==> config.mk <==
export PLATFORM = sky130hd
export DESIGN_NAME = turn_signal_sequencer_flat
export DESIGN_NICKNAME = d
export VERILOG_FILES = /design/src/rtl/turn_signal_sequencer_pkg.sv /design/src/rtl/turn_signal_sequencer_if.sv /design/src/rtl/turn_signal_sequencer_step_timer.sv /design/src/rtl/turn_signal_sequencer.sv /design/src/flat_wrapper.sv
export SDC_FILE = /design/constraint.sdc
export NUM_CORES = 1
export LEC_CHECK = 0
export BUFFER_PORTS_ARGS = -buffer_cell sky130_fd_sc_hd__buf_2
export CORE_MARGIN = 3
export CORE_UTILIZATION = 55
export CTS_BUF_LIST = sky130_fd_sc_hd__clkbuf_8
export DETAILED_ROUTE_END_ITERATION = 10
export PLACE_DENSITY = 0.77
export SYNTH_ARGS = -nofsm -noshare
export SYNTH_HDL_FRONTEND = slang
export SYNTH_SLANG_ARGS = --single-unit
==> constraint.sdc <==
create_clock -name clk -period 1.95 [get_ports clk]
set_input_delay 0.4875 -clock clk [delete_from_list [all_inputs] [get_ports clk]]
set_output_delay 0.4875 -clock clk [all_outputs]
set_load 0.05 [all_outputs]
==> src/rtl/turn_signal_sequencer_pkg.sv <==
// rtl/turn_signal_sequencer_pkg.sv - shared types, lamp patterns and decode helpers for the turn signal sequencer
package turn_signal_sequencer_pkg;

    typedef enum logic [2:0] {
        ST_IDLE = 3'd0,
        ST_S1   = 3'd1,
        ST_S2   = 3'd2,
        ST_S3   = 3'd3,
        ST_S0   = 3'd4,
        ST_HON  = 3'd5,
        ST_HOFF = 3'd6
    } state_t;

    typedef enum logic [1:0] {
        MODE_IDLE  = 2'd0,
        MODE_LEFT  = 2'd1,
        MODE_RIGHT = 2'd2,
        MODE_HAZ   = 2'd3
    } mode_t;

    // Group patterns grow from bit 0 of each 3-bit group.
    localparam logic [2:0] PAT_OFF = 3'b000;
    localparam logic [2:0] PAT_1   = 3'b001;
    localparam logic [2:0] PAT_2   = 3'b011;
    localparam logic [2:0] PAT_3   = 3'b111;

    function automatic mode_t decode_mode(input logic [1:0] t_signal, input logic hazard);
        if (hazard || t_signal == 2'b11) return MODE_HAZ;
        if (t_signal == 2'b10)           return MODE_LEFT;
        if (t_signal == 2'b01)           return MODE_RIGHT;
        return MODE_IDLE;
    endfunction

    function automatic state_t first_state(input mode_t mode);
        case (mode)
            MODE_LEFT, MODE_RIGHT: return ST_S1;
            MODE_HAZ:              return ST_HON;
            default:               return ST_IDLE;
        endcase
    endfunction

    function automatic logic [2:0] state_pattern(input state_t state);
        case (state)
            ST_S1:         return PAT_1;
            ST_S2:         return PAT_2;
            ST_S3, ST_HON: return PAT_3;
            default:       return PAT_OFF;
        endcase
    endfunction

endpackage

==> src/rtl/turn_signal_sequencer_if.sv <==
// rtl/turn_signal_sequencer_if.sv - driver-request and lamp-drive signal bundle
interface turn_signal_sequencer_if;
    logic [1:0] t_signal;
    logic       hazard;
    logic       brake;
    logic [5:0] dir;

    modport master (output t_signal, output hazard, output brake, input dir);
    modport slave  (input t_signal, input hazard, input brake, output dir);
endinterface

==> src/rtl/turn_signal_sequencer_step_timer.sv <==
// rtl/turn_signal_sequencer_step_timer.sv - free-running step timer with synchronous clear
module step_timer #(
    parameter int STEP_CYCLES = 12_500_000
) (
    input  logic clk,
    input  logic rst,
    input  logic clr,
    output logic tick
);
    localparam int CNT_W = (STEP_CYCLES > 2) ? $clog2(STEP_CYCLES) : 1;
    localparam logic [CNT_W-1:0] LAST = CNT_W'(STEP_CYCLES - 1);

    logic [CNT_W-1:0] count;

    assign tick = (count == LAST);

    always_ff @(posedge clk) begin
        if (rst || clr || tick) begin
            count <= '0;
        end else begin
            count <= count + CNT_W'(1);
        end
    end

endmodule

==> src/rtl/turn_signal_sequencer.sv <==
// rtl/turn_signal_sequencer.sv - sequential turn / hazard lamp sequencer with brake overlay
module turn_signal_sequencer
    import turn_signal_sequencer_pkg::*;
#(
    parameter int STEP_CYCLES = 12_500_000
) (
    input  logic                    clk,
    input  logic                    rst,
    turn_signal_sequencer_if.slave  bus
);

    mode_t      mode_d, mode_q;
    state_t     state_d, state_q;
    logic       mode_chg;
    logic       step_tick;
    logic [2:0] grp, ovl;
    logic [5:0] dir_d, dir_q;

    step_timer #(
        .STEP_CYCLES(STEP_CYCLES)
    ) u_step_timer (
        .clk (clk),
        .rst (rst),
        .clr (mode_chg),
        .tick(step_tick)
    );

    always_ff @(posedge clk) begin
        if (rst) begin
            state_q <= ST_IDLE;
            mode_q  <= MODE_IDLE;
            dir_q   <= 6'b000000;
        end else begin
            state_q <= state_d;
            mode_q  <= mode_d;
            dir_q   <= dir_d;
        end
    end

    // A mode change beats a coincident step tick; dir is built from the next state.
    always_comb begin
        mode_d   = decode_mode(bus.t_signal, bus.hazard);
        mode_chg = (mode_d != mode_q);
        state_d  = state_q;
        if (mode_chg) begin
            state_d = first_state(mode_d);
        end else if (step_tick) begin
            case (state_q)
                ST_S1:   state_d = ST_S2;
                ST_S2:   state_d = ST_S3;
                ST_S3:   state_d = ST_S0;
                ST_S0:   state_d = ST_S1;
                ST_HON:  state_d = ST_HOFF;
                ST_HOFF: state_d = ST_HON;
                default: state_d = ST_IDLE;
            endcase
        end

        grp = state_pattern(state_d);
        ovl = bus.brake ? PAT_3 : PAT_OFF;
        case (mode_d)
            MODE_HAZ:   dir_d = {grp, grp};
            MODE_LEFT:  dir_d = {grp, ovl};
            MODE_RIGHT: dir_d = {ovl, grp};
            default:    dir_d = {ovl, ovl};
        endcase
    end

    assign bus.dir = dir_q;

endmodule

==> src/flat_wrapper.sv <==
// flat-port wrapper written by rule: the top's interface ports become plain ports
module turn_signal_sequencer_flat import turn_signal_sequencer_pkg::*;
#(
    parameter int STEP_CYCLES = 12_500_000
)
  (clk, rst, bus_t_signal, bus_hazard, bus_brake, bus_dir);
  turn_signal_sequencer_if bus_i ();
  input  logic clk;
  input  logic rst;
  input wire logic [$bits(bus_i.t_signal)-1:0] bus_t_signal;
  input wire logic [$bits(bus_i.hazard)-1:0] bus_hazard;
  input wire logic [$bits(bus_i.brake)-1:0] bus_brake;
  output wire logic [$bits(bus_i.dir)-1:0] bus_dir;
  assign bus_i.t_signal = bus_t_signal;
  assign bus_i.hazard = bus_hazard;
  assign bus_i.brake = bus_brake;
  assign bus_dir = bus_i.dir;
  turn_signal_sequencer #(.STEP_CYCLES(STEP_CYCLES)) u_core (.clk(clk), .rst(rst), .bus(bus_i));
endmodule
-- Word level (Yosys, flattened, before mapping)
Index checks and enable logic that the tools add are counted.
- word-level logic and storage cells: 47
- input bits: 6
- register bits after elaboration: 35
- output and inout port bits: 6
- eq/ne operators: 18
- add/sub/neg operators: 1
- reductions and logical operators: 5
- multiplexer cells: 19
- operators by type and width (cell ; number):
    $add 24x1->24 const B ; 1
    $eq 24x24->1 const B ; 1
    $pmux 3 s6 ; 1
    $pmux 6 s3 ; 1
    $eq 3x2->1 const B ; 4
    $eq 3x3->1 const B ; 4
    $mux 2 ; 6
    $mux 3 ; 3
    $pmux 3 s3 ; 1
    $eq 2x2->1 const B ; 4
    $eq 3x1->1 const B ; 2
    $mux 1 ; 6
    $pmux 3 s2 ; 1
    $eq 2x1->1 const B ; 2
    $reduce_or 2->1 ; 2
    $logic_or 1x1->1 ; 3
    $ne 2x2->1 ; 1

-- Logic depth before layout (Yosys ltp)
Gate-level depths: netlist of run 1.
- depth after elaboration: 17
- depth in mapped cells: 9
- mapped depth without buffers: 7

-- Hierarchy
Synthesis of run 1 repeated with hierarchy kept, for this count alone.
- cell total of the unflattened synthesis: 211
- area, all modules: 1765.4 sq um
- modules (own cells, without submodules) (module ; sequential area each (sq um) ; cells an instance ; times used ; area each (sq um)):
    step_timer ; 480.5 ; 132 ; 1 ; 1163.6
    turn_signal_sequencer ; 220.2 ; 79 ; 1 ; 601.8

-- Least setup slack after synthesis of run 1
OpenSTA, ideal clock, no wires.
- kind: flip-flop to flip-flop
- from: register u_core.u_step_timer.count[0]
- to: register u_core.u_step_timer.count[14]
- data required time: 1.885 ns
- clock period less this slack: 1.897 ns
- path buffers: 3
- cell stages (with the launch flop): 10
- arrival time: 1.833 ns
- slack: 0.053 ns
- cell sequence: dfxtp_1 -> ha_1 -> and4_1 -> and2_1 -> and4_1 -> buf_6 -> or3_1 -> buf_2 -> buf_2 -> nor2_1
- cells in the longest elaborated chain, start to end: 2
- elaborated cells on any way between the ends: 3
- those cells by class: add/sub: 1; eq/ne: 1; reduce/logical: 1
- RTL lines (element ; line ; text):
    from (decl) ; turn_signal_sequencer_step_timer.sv:13 ; logic [CNT_W-1:0] count;
    from (signal assigned) ; turn_signal_sequencer_step_timer.sv:21 ; count <= count + CNT_W'(1);
    branches (longest 2 deep; another with $add 24x1->24) ; -- ;
Parallel ways; which one is timed is not known.
A chain may end at the register's enable or synchronous reset.

-- Final worst setup path of run 1
- from: register u_core.u_step_timer.count[0]
- to: register u_core.dir_q[3] (netlist: u_core.bus.dir[3])
- cells in the longest elaborated chain, start to end: 7
- elaborated cells on any way between the ends: 10
- those cells by class: eq/ne: 5; mux: 4; reduce/logical: 1
- RTL lines (element ; line ; text):
    $eq 24x24->1 (*) ; turn_signal_sequencer_step_timer.sv:15 ; assign tick = (count == LAST);
    $mux 3 (*) ; turn_signal_sequencer.sv:47 ; end else if (step_tick) begin
    $mux 3 (*) ; turn_signal_sequencer.sv:45 ; if (mode_chg) begin
    $eq 3x2->1 or $eq 3x3->1 (tied branches) ; turn_signal_sequencer_pkg.sv:43 ; case (state)
    $reduce_or 2->1 ; turn_signal_sequencer_pkg.sv:43 ;
    $pmux 3 s3 (*) ; turn_signal_sequencer_pkg.sv:43 ;
    $pmux 6 s3 (*) ; turn_signal_sequencer.sv:61 ; case (mode_d)
    to (signal assigned) ; turn_signal_sequencer.sv:36 ; dir_q <= dir_d;
    to (decl) ; turn_signal_sequencer.sv:17 ; logic [5:0] dir_d, dir_q;
Mark *: on every way between the ends. The rest lies on a longest branch, timed or not.

==> results of run 1 <==
[placed cells by master, fill, tap and decap left out, types with 2 or more instances in the layout]
| cell | synthesis | routed |
|---|---|---|
| a211oi_2 | 0 | 2 |
| a21oi_1 | 3 | 3 |
| a22o_1 | 2 | 2 |
| and3_1 | 3 | 3 |
| and4_1 | 5 | 2 |
| and4_4 | 0 | 3 |
| buf_2 | 3 | 11 |
| buf_4 | 0 | 8 |
| clkbuf_8 | 0 | 5 |
| dfxtp_1 | 35 | 34 |
| inv_1 | 5 | 7 |
| mux2i_1 | 3 | 3 |
| nand2_1 | 13 | 13 |
| nand3_1 | 9 | 9 |
| nand4_1 | 4 | 4 |
| nor2_1 | 38 | 38 |
| nor3_1 | 9 | 9 |
| nor4_1 | 2 | 2 |
| nor4bb_1 | 2 | 2 |
| o21ai_0 | 4 | 4 |
| o22a_1 | 2 | 2 |
| o31ai_1 | 2 | 2 |
| xnor2_1 | 9 | 9 |
| xor2_1 | 15 | 15 |
[worst reg2reg max path: stages (launching register included)]
cell,delay (ps)
dfxtp_2,330
ha_1,200
and4_4,160
and2_1,160
and4_4,170
maj3_1,350
o22a_1,210
a211oi_2,210
[sequential cells by signal (all words and copies together) (netlist names)]
signal,cells
u_core.state_q,3
u_core.bus.dir,6
u_core.u_step_timer.count,24
u_core.mode_q,2
[metrics by stage]
step | utilization [%] | setup slack [ps] | cell area, sq um | hold slack [ps] | TNS [ps]
2_1_floorplan | - | 52.5 | 1650 | 426 | 0
3_3_place_gp | 62.6 | 58.0 | 1760 | 438 | 0
3_5_place_dp | 62.6 | -7.25 | 1760 | 451 | -12.9
4_1_cts | 65.5 | 1.10 | 1840 | 467 | 0
5_1_grt | 66.5 | 6.24 | 1860 | 448 | 0
6_report | 66.5 | 87.8 | 1860 | 430 | 0
[worst max path at each step]
stage                                            start                            end  slack (ps)  cells past startpoint
after CTS                 u_core.u_step_timer.count[0]              u_core.bus.dir[3]           1                      7
after floorplan           u_core.u_step_timer.count[0]  u_core.u_step_timer.count[14]          50                      9
after global routing      u_core.u_step_timer.count[1]              u_core.bus.dir[1]           6                      7
after global placement    u_core.u_step_timer.count[0]              u_core.bus.dir[3]          60                      7
after detailed placement               bus_t_signal[0]   u_core.u_step_timer.count[3]          -7                      7
final                     u_core.u_step_timer.count[0]              u_core.bus.dir[3]          90                      7
[power by group]
part | internal (mW) | switching, mW | leakage, nW
logic | 0.0484 | 0.104 | 0.350
registers | 0.735 | 0.0139 | 0.286
clock network | 0.240 | 0.251 | 0.0505
[logic make-up (layout without fill, tap and decap cells)]
logic type	after synthesis	in the layout	share of synthesized area, %
and+or+nand+nor	94	94	29.1
muxes	3	3	1.82
buffers and inverters	15	32	4.09
xor gates and xnor gates	24	24	12.7
adders and majority gates	2	2	1.36
DFF	35	35	42.5
AOI/OAI and AO/OA	20	20	8.42
[what timing repair did]
item                                   CTS  global route
endpoints found under the hold margin    0             0
resized for setup                        1             8
setup endpoints to repair                2             8
pin swaps                                1             2
[per-layer routing]
layer / vias to the layer above / part of all wire [%]
met5: - / 0
met4: 0 / 1.4
met3: 9 / 4.5
met2: 40 / 51
met1: 667 / 43
li1: 696 / -
[cell type report]
type                       instances  area share (%)
multi-input combinational        143            48.7
timing repair buffer              19            6.17
inverter                           5            1.01
clock inverter                     3           0.671
sequential                        35            37.7
clock buffer                       5            3.69
tap                               31            2.08
==> metrics.md, run 1 <==
| Metric | Value |
|---|---|
| CTS Buffer Depth | 2 |
| Status | finished clean |
| Vias in the first global route | 1363 |
| Layout area overhead | 13.0% |
| Syn_area_per_cell | roughly 8.6 sq um |
| Post-synth EDFFs | 0 |
| Grt total ovfl | 0 |
| Wire per inst | roughly 14 um |
| Post-route insts no fill | between 200 and 250 |
| Met3 Use GR | under 10% |
| # rows | 19 |
| Yosys warns | 0 |
| Power, Total | approximately 1.4 mW |
| # DRC | 0 |
| Die height | approximately 61 um |
| Initial core utilization | just under 60% |
| I/O pin count | 12 |
| Worst Path Max Fanout | 4 |
| Die Wd | 60.8 um |
| Gr busiest metal | met2 |
| Final setup fails | 0 |
| Hold path depth | 1 |
| Detailed Route Iter0 Violations | between 90 and 100 |
| H-tree levels | 2 |
| Crit-path cells | ha_1, and4_4, and2_1, and4_4, maj3_1, o22a_1, a211oi_2 |
| MaxCap Viol Count | 0 |
| CTS Hold Bufs | 0 |
| Buf/Inv on CP | 0 |
| Reg clk slew, reported paths | ~70 ps |
| # Post-CTS Setup Buffers | 0 |
| Routability congestion estimate | 0.841 |
| RSZ-0062 raised after global routing | false |
| Sequential fraction of the synthesis area | a little over two fifths |
| Vias after detailed routing | 1412 |
| Layout cells sized above 1 | 16.2% |
| Synth cell count leaders | nor2_1, dfxtp_1, xor2_1, nand2_1 |
| Final Max Tran Viols | 0 |
| Arr. time, crit path | 2070 ps |
| Cells after Synth | 193 |
| Fmax achieved | 537 MHz |
| First-pass GRT wire length | 5.66 mm |
| Fillers | around 230 |
| Area of the multi-input gates | 908 sq um |
| Placed cell count | 233 |
| IO buf count | 11 |
| Antenna viol nets, final | 0 |
| Synth unique cells | 40 |
| Maximum resistive drop on vdd | 0.000562 V |
| Worst R2R Path Depth | 7 |
| 1st-pass router iterations | 4 |
| Total GRT Usage | roughly 20% |
| Final hold vios | 0 |
| Crit path launch type | flip-flop |
| Area share of the largest cell type after synthesis | a little over two fifths |
| CTS Root Cell | clkbuf_8 |
| R2R setup slack | just under 90 ps |
| Register area | 702 sq um |
| Met2 track demand over resource | 33.1% |
| Rel. slew slack | 69.6% |
| Endpoint, Worst Hold | u_core.u_step_timer.count[0] |
| TritonCTS buffer count | 5 |
| Pwr/cell area | 747 nW/um^2 |
| Hold_sp | u_core.u_step_timer.count[0] |
| N_diodes | 0 |
| CP max stage cell | maj3_1 |
| Post-synth top area cell | dfxtp_1 |
| Worst R2R Start | u_core.u_step_timer.count[0] |
| Mapped Nets | 200 |
| CORE AREA | 2810 sq um |
| Largest net degree at the start of global routing | 14 |
| Post-Synthesis Cell Area | 1650 sq um |
| Worst skew pair latency | 290 ps |
| Period minus WS final | 1860 ps |
| Cell mode on critical path | and4_4 |
| Dpl hpwl | 2.31 mm |
| Worst Skew | 4.68 ps |
| Met1 global-route usage | 24.5% |
| Endpoint class of the critical path | flip-flop |
| Num Clock Sinks | 35 |
| Most common cell in the netlist | nor2_1 |
| Slowest Stage Delay on Critical Path | 350 ps |
| Critical path class | reg2reg |
| Final period utilization | 95.5% |
| Seq cells post-synth | 35 |
| Top FF cell, synth | dfxtp_1 |
| Nets | 216 |
| FFs w/ async S/R, synth | 0% |
| Worst path required time | 2160 ps |
| TritonCTS clock tree | built |
| Leakage Power | 0.686 nW |
| Vias/cell | slightly below 6 |
| Overall die area | 3690 sq um |
| Hold Path Class | reg2reg |
| Initial antenna violation count | 0 |
| Worst slew pin tran | 455 ps |
| Worst path top cell family by delay | adder cells |
| Routed Wire Length | 3.30 mm |
| Reg2reg end | u_core.bus.dir[3] |
| Area contributors post-synth | dfxtp_1, nor2_1, xor2_1 |
Note: power is estimated with default switching activity, not from simulation.
==> run 2, diff against run 1 <==
--- a/config.mk
+++ b/config.mk
@@ -6,11 +6,13 @@
 export NUM_CORES = 1
 export LEC_CHECK = 0
 export BUFFER_PORTS_ARGS = -buffer_cell sky130_fd_sc_hd__buf_2
+export CELL_PAD_IN_SITES_DETAIL_PLACEMENT = 0
+export CELL_PAD_IN_SITES_GLOBAL_PLACEMENT = 1
 export CORE_MARGIN = 3
-export CORE_UTILIZATION = 55
+export CORE_UTILIZATION = 42
 export CTS_BUF_LIST = sky130_fd_sc_hd__clkbuf_8
 export DETAILED_ROUTE_END_ITERATION = 10
-export PLACE_DENSITY = 0.77
+export PLACE_DENSITY_LB_ADDON = 0.1
 export SYNTH_ARGS = -nofsm -noshare
 export SYNTH_HDL_FRONTEND = slang
 export SYNTH_SLANG_ARGS = --single-unit
==> metrics.md, run 2 (synthesis results as in run 1) <==
| Metric | Value |
|---|---|
| Met2 track demand over resource | 25.4% (was 33.1%) |
| Vias in the first global route | 1303 (was 1363) |
| Met1 global-route usage | 22.0% (was 24.5%) |
| Flip-flop count of the largest register after layout | 24 (unchanged) |
| Fin util | 54.7% (was 66.5%) |
| # rows | 22 (was 19) |
| Setup ws final | 78.8 ps (was 87.8 ps) |
| Fin area | 2030 sq um (was 1860 sq um) |
| Worst slew pin tran | 467 ps (was 455 ps) |
| NetSw | 0.384 mW (was 0.369 mW) |
| Layout cells sized above 1 | 22.3% (was 16.2%) |
| Slowest Stage Delay on Critical Path | 350 ps (about the same) |
| Die height | 68.7 um (was 60.8 um) |
| Cell mode on critical path | and4_4 (unchanged) |
| Fmax achieved | 534 MHz (was 537 MHz) |
| Worst Path Max Fanout | 3 (was 4) |
| TritonCTS clock tree | built (unchanged) |
| Layout area overhead | 23.1% (was 13.0%) |
| R2R setup slack | 80 ps (was 90 ps) |
| Final hold vios | 0 (unchanged) |
| Num Clock Sinks | 35 (unchanged) |
| Setup TNS | 0 ps (unchanged) |
| CTS Buffer Depth | 2 (unchanged) |
| Period minus WS final | 1870 ps (was 1860 ps) |
| Initial core utilization | 44.4% (was 58.8%) |
| Internal | 1.20 mW (was 1.02 mW) |
| Hold path depth | 2 (was 1) |
| Placed cell count | 262 (was 233) |
| Vias after detailed routing | 1426 (was 1412) |
| Final period utilization | 96.0% (was 95.5%) |
| TritonCTS buffer count | 5 (unchanged) |
| Buf/Inv on CP | 0 (unchanged) |
| First-pass GRT wire length | 5.85 mm (was 5.66 mm) |
| Hold Path Class | in2reg (was reg2reg) |
| Worst skew pair latency | 290 ps (about the same) |
| Leakage Power | 0.765 nW (was 0.686 nW) |
| CP max stage cell | dfxtp_1 (was maj3_1) |
| I/O pin count | 12 (unchanged) |
| Routability congestion estimate | 0.865 (was 0.841) |
| Status | finished clean (unchanged) |
| Final Max Tran Viols | 0 (unchanged) |
| Pwr/cell area | 782 nW/um^2 (was 747 nW/um^2) |
| # DRC | 0 (unchanged) |
| Power, Total | 1.59 mW (was 1.39 mW) |
| Dpl hpwl | 2.59 mm (was 2.31 mm) |
| Reg clk slew, reported paths | 70 ps (about the same) |
| Most frequent cells in the layout | nor2_1, dfxtp_1, buf_4 (was nor2_1, dfxtp_1, xor2_1) |
| Top reg by flops | u_core.u_step_timer.count (unchanged) |
| Gr busiest metal | met2 (unchanged) |
| Rel. slew slack | 68.8% (was 69.6%) |
| Initial antenna violation count | 0 (unchanged) |
| Sw frac | 24.2% (was 26.5%) |
| Antenna viol nets, final | 0 (unchanged) |
| Met3 Use GR | 4.05% (was 5.74%) |
| Vias/cell | 5.24 (was 5.86) |
| CTS Hold Bufs | 0 (unchanged) |
| MaxCap Viol Count | 0 (unchanged) |
| Critical path class | reg2reg (unchanged) |
| Clock power share | 42.6% (was 35.2%) |
| Wire per inst | 12.9 um (was 13.7 um) |
| Largest net degree at the start of global routing | 24 (was 14) |
| Area of placed instances | 1880 sq um (was 1760 sq um) |
| Most common cell after layout, fill and taps aside | nor2_1 (unchanged) |
| N_diodes | 0 (unchanged) |
| Crit-path cells | ha_2, and4_4, and2_1, and4_4, mux2i_1, a211o_1, a22o_1 (was ha_1, and4_4, and2_1, and4_4, maj3_1, o22a_1, a211oi_2) |
| Reg2reg end | u_core.bus.dir[1] (was u_core.bus.dir[3]) |
| RSZ-0062 raised after global routing | false (unchanged) |
| Nets | 230 (was 216) |
| Reg power frac | 47.1% (was 53.8%) |
| Final setup fails | 0 (unchanged) |
| Worst R2R Start | u_core.u_step_timer.count[1] (was u_core.u_step_timer.count[0]) |
| Overall die area | 4720 sq um (was 3690 sq um) |
| Worst path top cell family by delay | simple AND/OR/NAND/NOR gates (was adder cells) |
| Routed Wire Length | 3.52 mm (was 3.30 mm) |
| Worst Skew | 9.23 ps (was 4.68 ps) |
| Worst R2R Path Depth | 7 (unchanged) |
| Endpoint class of the critical path | flip-flop (unchanged) |
| H-tree levels | 2 (unchanged) |
| Worst hold slack | 501 ps (was 430 ps) |
| IO buf count | 11 (unchanged) |
| CTS Root Cell | clkbuf_8 (unchanged) |
| Grt total ovfl | 0 (unchanged) |
| Logic pwr share | 10.3% (was 11.0%) |
| Maximum resistive drop on vdd | 0.000461 V (was 0.000562 V) |
| Hold_sp | rst (was u_core.u_step_timer.count[0]) |
| Total GRT Usage | 17.0% (was 20.5%) |
| CORE AREA | 3720 sq um (was 2810 sq um) |
| Detailed Route Iter0 Violations | 176 (was 94) |
| Worst path required time | 2140 ps (was 2160 ps) |
| Crit path launch type | flip-flop (unchanged) |
| Post-route insts no fill | 272 (was 241) |
| Arr. time, crit path | 2060 ps (was 2070 ps) |
| Pre-CTS setup slack | -89.7 ps (was -7.25 ps) |
| Die Wd | 68.7 um (was 60.8 um) |
| 1st-pass router iterations | 4 (unchanged) |
| Endpoint, Worst Hold | u_core.bus.dir[0] (was u_core.u_step_timer.count[0]) |
==> run 2: layer usage <==
layer  vias to the layer above  part of all wire, %  wire, um
met1                       660                   47      1660
met5                         -                    0         0
met3                        11                  3.4       119
met4                         0                  2.5        88
li1                        727                    -         -
met2                        28                   47      1660
==> run 2: worst max-delay path by stage <==
stage,cells past startpoint,slack (ps),to,start
floorplan,9,50,u_core.u_step_timer.count[14],u_core.u_step_timer.count[0]
global placement,7,3,u_core.bus.dir[1],u_core.u_step_timer.count[0]
detailed placement,7,-90,u_core.bus.dir[1],u_core.u_step_timer.count[1]
CTS,7,2,u_core.bus.dir[3],u_core.u_step_timer.count[0]
global route,7,4,u_core.bus.dir[1],u_core.u_step_timer.count[1]
finish,7,80,u_core.bus.dir[1],u_core.u_step_timer.count[1]
==> run 2: cell type report <==
type / instances / area, sq um
tap: 48 / 60.1
inverter: 5 / 18.8
clock buffer: 6 / 82.6
sequential: 35 / 701
clock inverter: 2 / 35.0
timing repair buffer: 33 / 233
multi-input combinational: 143 / 902
fill: 367 / 1680
==> run 2: power by group through the flow <==
stage | Sequential [mW] | Clock [mW] | Combinational (mW)
4_1_cts | 0.748 | 0.692 | 0.161
6_report | 0.748 | 0.677 | 0.163
2_1_floorplan | 0.803 | 0 | 0.0720
3_5_place_dp | 0.765 | 0 | 0.161
5_1_grt | 0.751 | 0.725 | 0.181
3_3_place_gp | 0.763 | 0 | 0.156
==> run 2: timing repair <==
| item | in CTS | in global routing |
|---|---|---|
| gates resized for setup | 2 | 6 |
| endpoints found under the setup margin | 6 | 6 |
| pin swaps | 0 | 3 |
| setup buffers | 0 | 2 |
==> run 2: worst register-to-register path, stage by stage (launching register included) <==
cell     delay, ps
dfxtp_1        350
ha_2           190
and4_4         230
and2_1         150
and4_4         240
mux2i_1         90
a211o_1        340
a22o_1         190
==> run 3, diff against run 2 <==
--- a/config.mk
+++ b/config.mk
@@ -12,7 +12,7 @@
 export CORE_UTILIZATION = 42
 export CTS_BUF_LIST = sky130_fd_sc_hd__clkbuf_8
 export DETAILED_ROUTE_END_ITERATION = 10
-export PLACE_DENSITY_LB_ADDON = 0.1
+export PLACE_DENSITY = 0.88
 export SYNTH_ARGS = -nofsm -noshare
 export SYNTH_HDL_FRONTEND = slang
 export SYNTH_SLANG_ARGS = --single-unit
==> metrics.md, run 3 (synthesis results as in run 1) <==
| Metric | Value |
|---|---|
| Endpoint, Worst Hold | u_core.bus.dir[0] (unchanged) |
| Worst skew pair latency | 290 ps (about the same) |
| Reg clk slew, reported paths | 70 ps (about the same) |
| MaxCap Viol Count | 0 (unchanged) |
| CTS Buffer Depth | 2 (unchanged) |
| CP max stage cell | maj3_1 (was dfxtp_1) |
| Hold path depth | 2 (unchanged) |
| CORE AREA | 3720 sq um (unchanged) |
| Met3 Use GR | 4.86% (was 4.05%) |
| Nets | 222 (was 230) |
| Reg power frac | 53.8% (was 47.1%) |
| Hold_sp | rst (unchanged) |
| Final setup fails | 0 (unchanged) |
| N_diodes | 0 (unchanged) |
| Num Clock Sinks | 35 (unchanged) |
| Worst hold slack | 506 ps (was 501 ps) |
| # rows | 22 (unchanged) |
| Crit path launch type | flip-flop (unchanged) |
| Critical path class | reg2reg (unchanged) |
| Vias/cell | 5.01 (was 5.24) |
| Vias in the first global route | 1126 (was 1303) |
| Fmax achieved | 542 MHz (was 534 MHz) |
| Final Max Tran Viols | 0 (unchanged) |
| Period minus WS final | 1840 ps (was 1870 ps) |
| Worst Skew | 6.99 ps (was 9.23 ps) |
| Internal | 1.03 mW (was 1.20 mW) |
| Worst path required time | 2160 ps (was 2140 ps) |
| TritonCTS clock tree | built (unchanged) |
| Routed Wire Length | 3.04 mm (was 3.52 mm) |
| Worst slew pin tran | 439 ps (was 467 ps) |
| Maximum resistive drop on vdd | 0.000390 V (was 0.000461 V) |
| Fillers | 342 (was 367) |
| Cell mode on critical path | and4_4 (unchanged) |
| Leakage Power | 0.718 nW (was 0.765 nW) |
| Sw frac | 26.0% (was 24.2%) |
| Grt total ovfl | 0 (unchanged) |
| Reg2reg end | u_core.bus.dir[3] (was u_core.bus.dir[1]) |
| I/O pin count | 12 (unchanged) |
| Total GRT Usage | 14.6% (was 17.0%) |
| Worst Path Max Fanout | 3 (unchanged) |
| # DRC | 0 (unchanged) |
| Overall die area | 4720 sq um (unchanged) |
| CTS Root Cell | clkbuf_8 (unchanged) |
| RSZ-0062 raised after global routing | false (unchanged) |
| CTS Hold Bufs | 0 (unchanged) |
| Rel. slew slack | 70.6% (was 68.8%) |
| Setup TNS | 0 ps (unchanged) |
| Setup ws final | 106 ps (was 78.8 ps) |
| Pwr/cell area | 718 nW/um^2 (was 782 nW/um^2) |
| Met1 global-route usage | 18.8% (was 22.0%) |
| Flip-flop count of the largest register after layout | 24 (unchanged) |
| Logic pwr share | 11.4% (was 10.3%) |
| Vias after detailed routing | 1322 (was 1426) |
| Gr busiest metal | met2 (unchanged) |
| Worst R2R Path Depth | 7 (unchanged) |
| Die height | 68.7 um (unchanged) |
| Fin util | 52.2% (was 54.7%) |
| 1st-pass router iterations | 4 (unchanged) |
| Wire per inst | 11.5 um (was 12.9 um) |
| IO buf count | 11 (unchanged) |
| Initial antenna violation count | 0 (unchanged) |
| Most common cell after layout, fill and taps aside | nor2_1 (unchanged) |
| Crit-path cells | ha_1, and4_4, and2_1, and4_4, maj3_1, o22a_1, a211oi_2 (was ha_2, and4_4, and2_1, and4_4, mux2i_1, a211o_1, a22o_1) |
| Slowest Stage Delay on Critical Path | 350 ps (about the same) |
| Top reg by flops | u_core.u_step_timer.count (unchanged) |
| # Post-CTS Setup Buffers | 0 (unchanged) |
| Largest net degree at the start of global routing | 24 (unchanged) |
| Worst R2R Start | u_core.u_step_timer.count[0] (was u_core.u_step_timer.count[1]) |
| Arr. time, crit path | 2060 ps (about the same) |
| Met2 track demand over resource | 21.6% (was 25.4%) |
| Endpoint class of the critical path | flip-flop (unchanged) |
| R2R setup slack | 110 ps (was 80 ps) |
| Detailed Route Iter0 Violations | 85 (was 176) |
| Die Wd | 68.7 um (unchanged) |
| Layout area overhead | 17.4% (was 23.1%) |
| Final period utilization | 94.5% (was 96.0%) |
| Initial core utilization | 44.4% (unchanged) |
| Clock power share | 34.8% (was 42.6%) |
| Area of placed instances | 1830 sq um (was 1880 sq um) |
| Fin area | 1940 sq um (was 2030 sq um) |
| Pre-CTS setup slack | 14.2 ps (was -89.7 ps) |
| Dpl hpwl | 2.17 mm (was 2.59 mm) |
| H-tree levels | 2 (unchanged) |
| Hold Path Class | in2reg (unchanged) |
| First-pass GRT wire length | 5.04 mm (was 5.85 mm) |
| NetSw | 0.362 mW (was 0.384 mW) |
| TritonCTS buffer count | 5 (unchanged) |
| Final hold vios | 0 (unchanged) |
| Antenna viol nets, final | 0 (unchanged) |
| Layout cells sized above 1 | 18.5% (was 22.3%) |
| Routability congestion estimate | 0.805 (was 0.865) |
| Most frequent cells in the layout | nor2_1, dfxtp_1, xor2_1 (was nor2_1, dfxtp_1, buf_4) |
| Status | finished clean (unchanged) |
## run 3: metal layers
metal	vias to the layer above	wire [um]
met5	-	0
met3	6	93
met4	0	55
met2	11	1380
li1	709	-
met1	596	1510
## run 3: final cells by class
type | instances | area (sq um) | area share [%]
Tap cell | 48 | 60.1 | 3.10
Clock buffer | 5 | 68.8 | 3.55
Inverter | 5 | 18.8 | 0.968
Sequential cell | 35 | 701 | 36.2
Clock inverter | 3 | 12.5 | 0.646
Timing Repair Buffer | 25 | 173 | 8.91
Multi-Input combinational cell | 143 | 905 | 46.7
## run 3: worst max-delay path by stage
stage	startpoint	end	slack [ps]	cells after the start
2_1_floorplan	u_core.u_step_timer.count[0]	u_core.u_step_timer.count[14]	50	9
3_3_place_gp	u_core.u_step_timer.count[0]	u_core.bus.dir[0]	20	7
3_5_place_dp	u_core.u_step_timer.count[0]	u_core.bus.dir[3]	10	7
4_1_cts	u_core.u_step_timer.count[0]	u_core.bus.dir[0]	-3	7
5_1_grt	u_core.u_step_timer.count[1]	u_core.bus.dir[1]	20	7
6_report	u_core.u_step_timer.count[0]	u_core.bus.dir[3]	110	7
## run 3: timing repair
action | in CTS | in global routing
hold endpoints to repair | 0 | 0
setup endpoints to repair | 1 | 6
gates cloned | 0 | 0
resized for setup | 2 | 5
pin swaps | 0 | 1
## run 3: critical path: cells and delay by family, from the launching register on
kind | cells | cell delay (ps)
AOI/OAI and AO/OA | 2 | 410
adders and majority gates | 2 | 560
DFF | 1 | 310
and+or+nand+nor | 3 | 490
## run 3: power by group through the flow
stage / logic (mW) / registers, mW / clock network (mW)
final: 0.159 / 0.748 / 0.484
after global routing: 0.175 / 0.750 / 0.534
after floorplan: 0.0720 / 0.803 / 0
after CTS: 0.157 / 0.748 / 0.509
after detailed placement: 0.155 / 0.764 / 0
after global placement: 0.155 / 0.764 / 0
## run 3: metrics by stage
step                      instances  total power, mW
after floorplan                 193            0.875
after global placement          256            0.919
after detailed placement        256            0.919
after CTS                       264             1.41
after global routing            264             1.46
final                           264             1.39
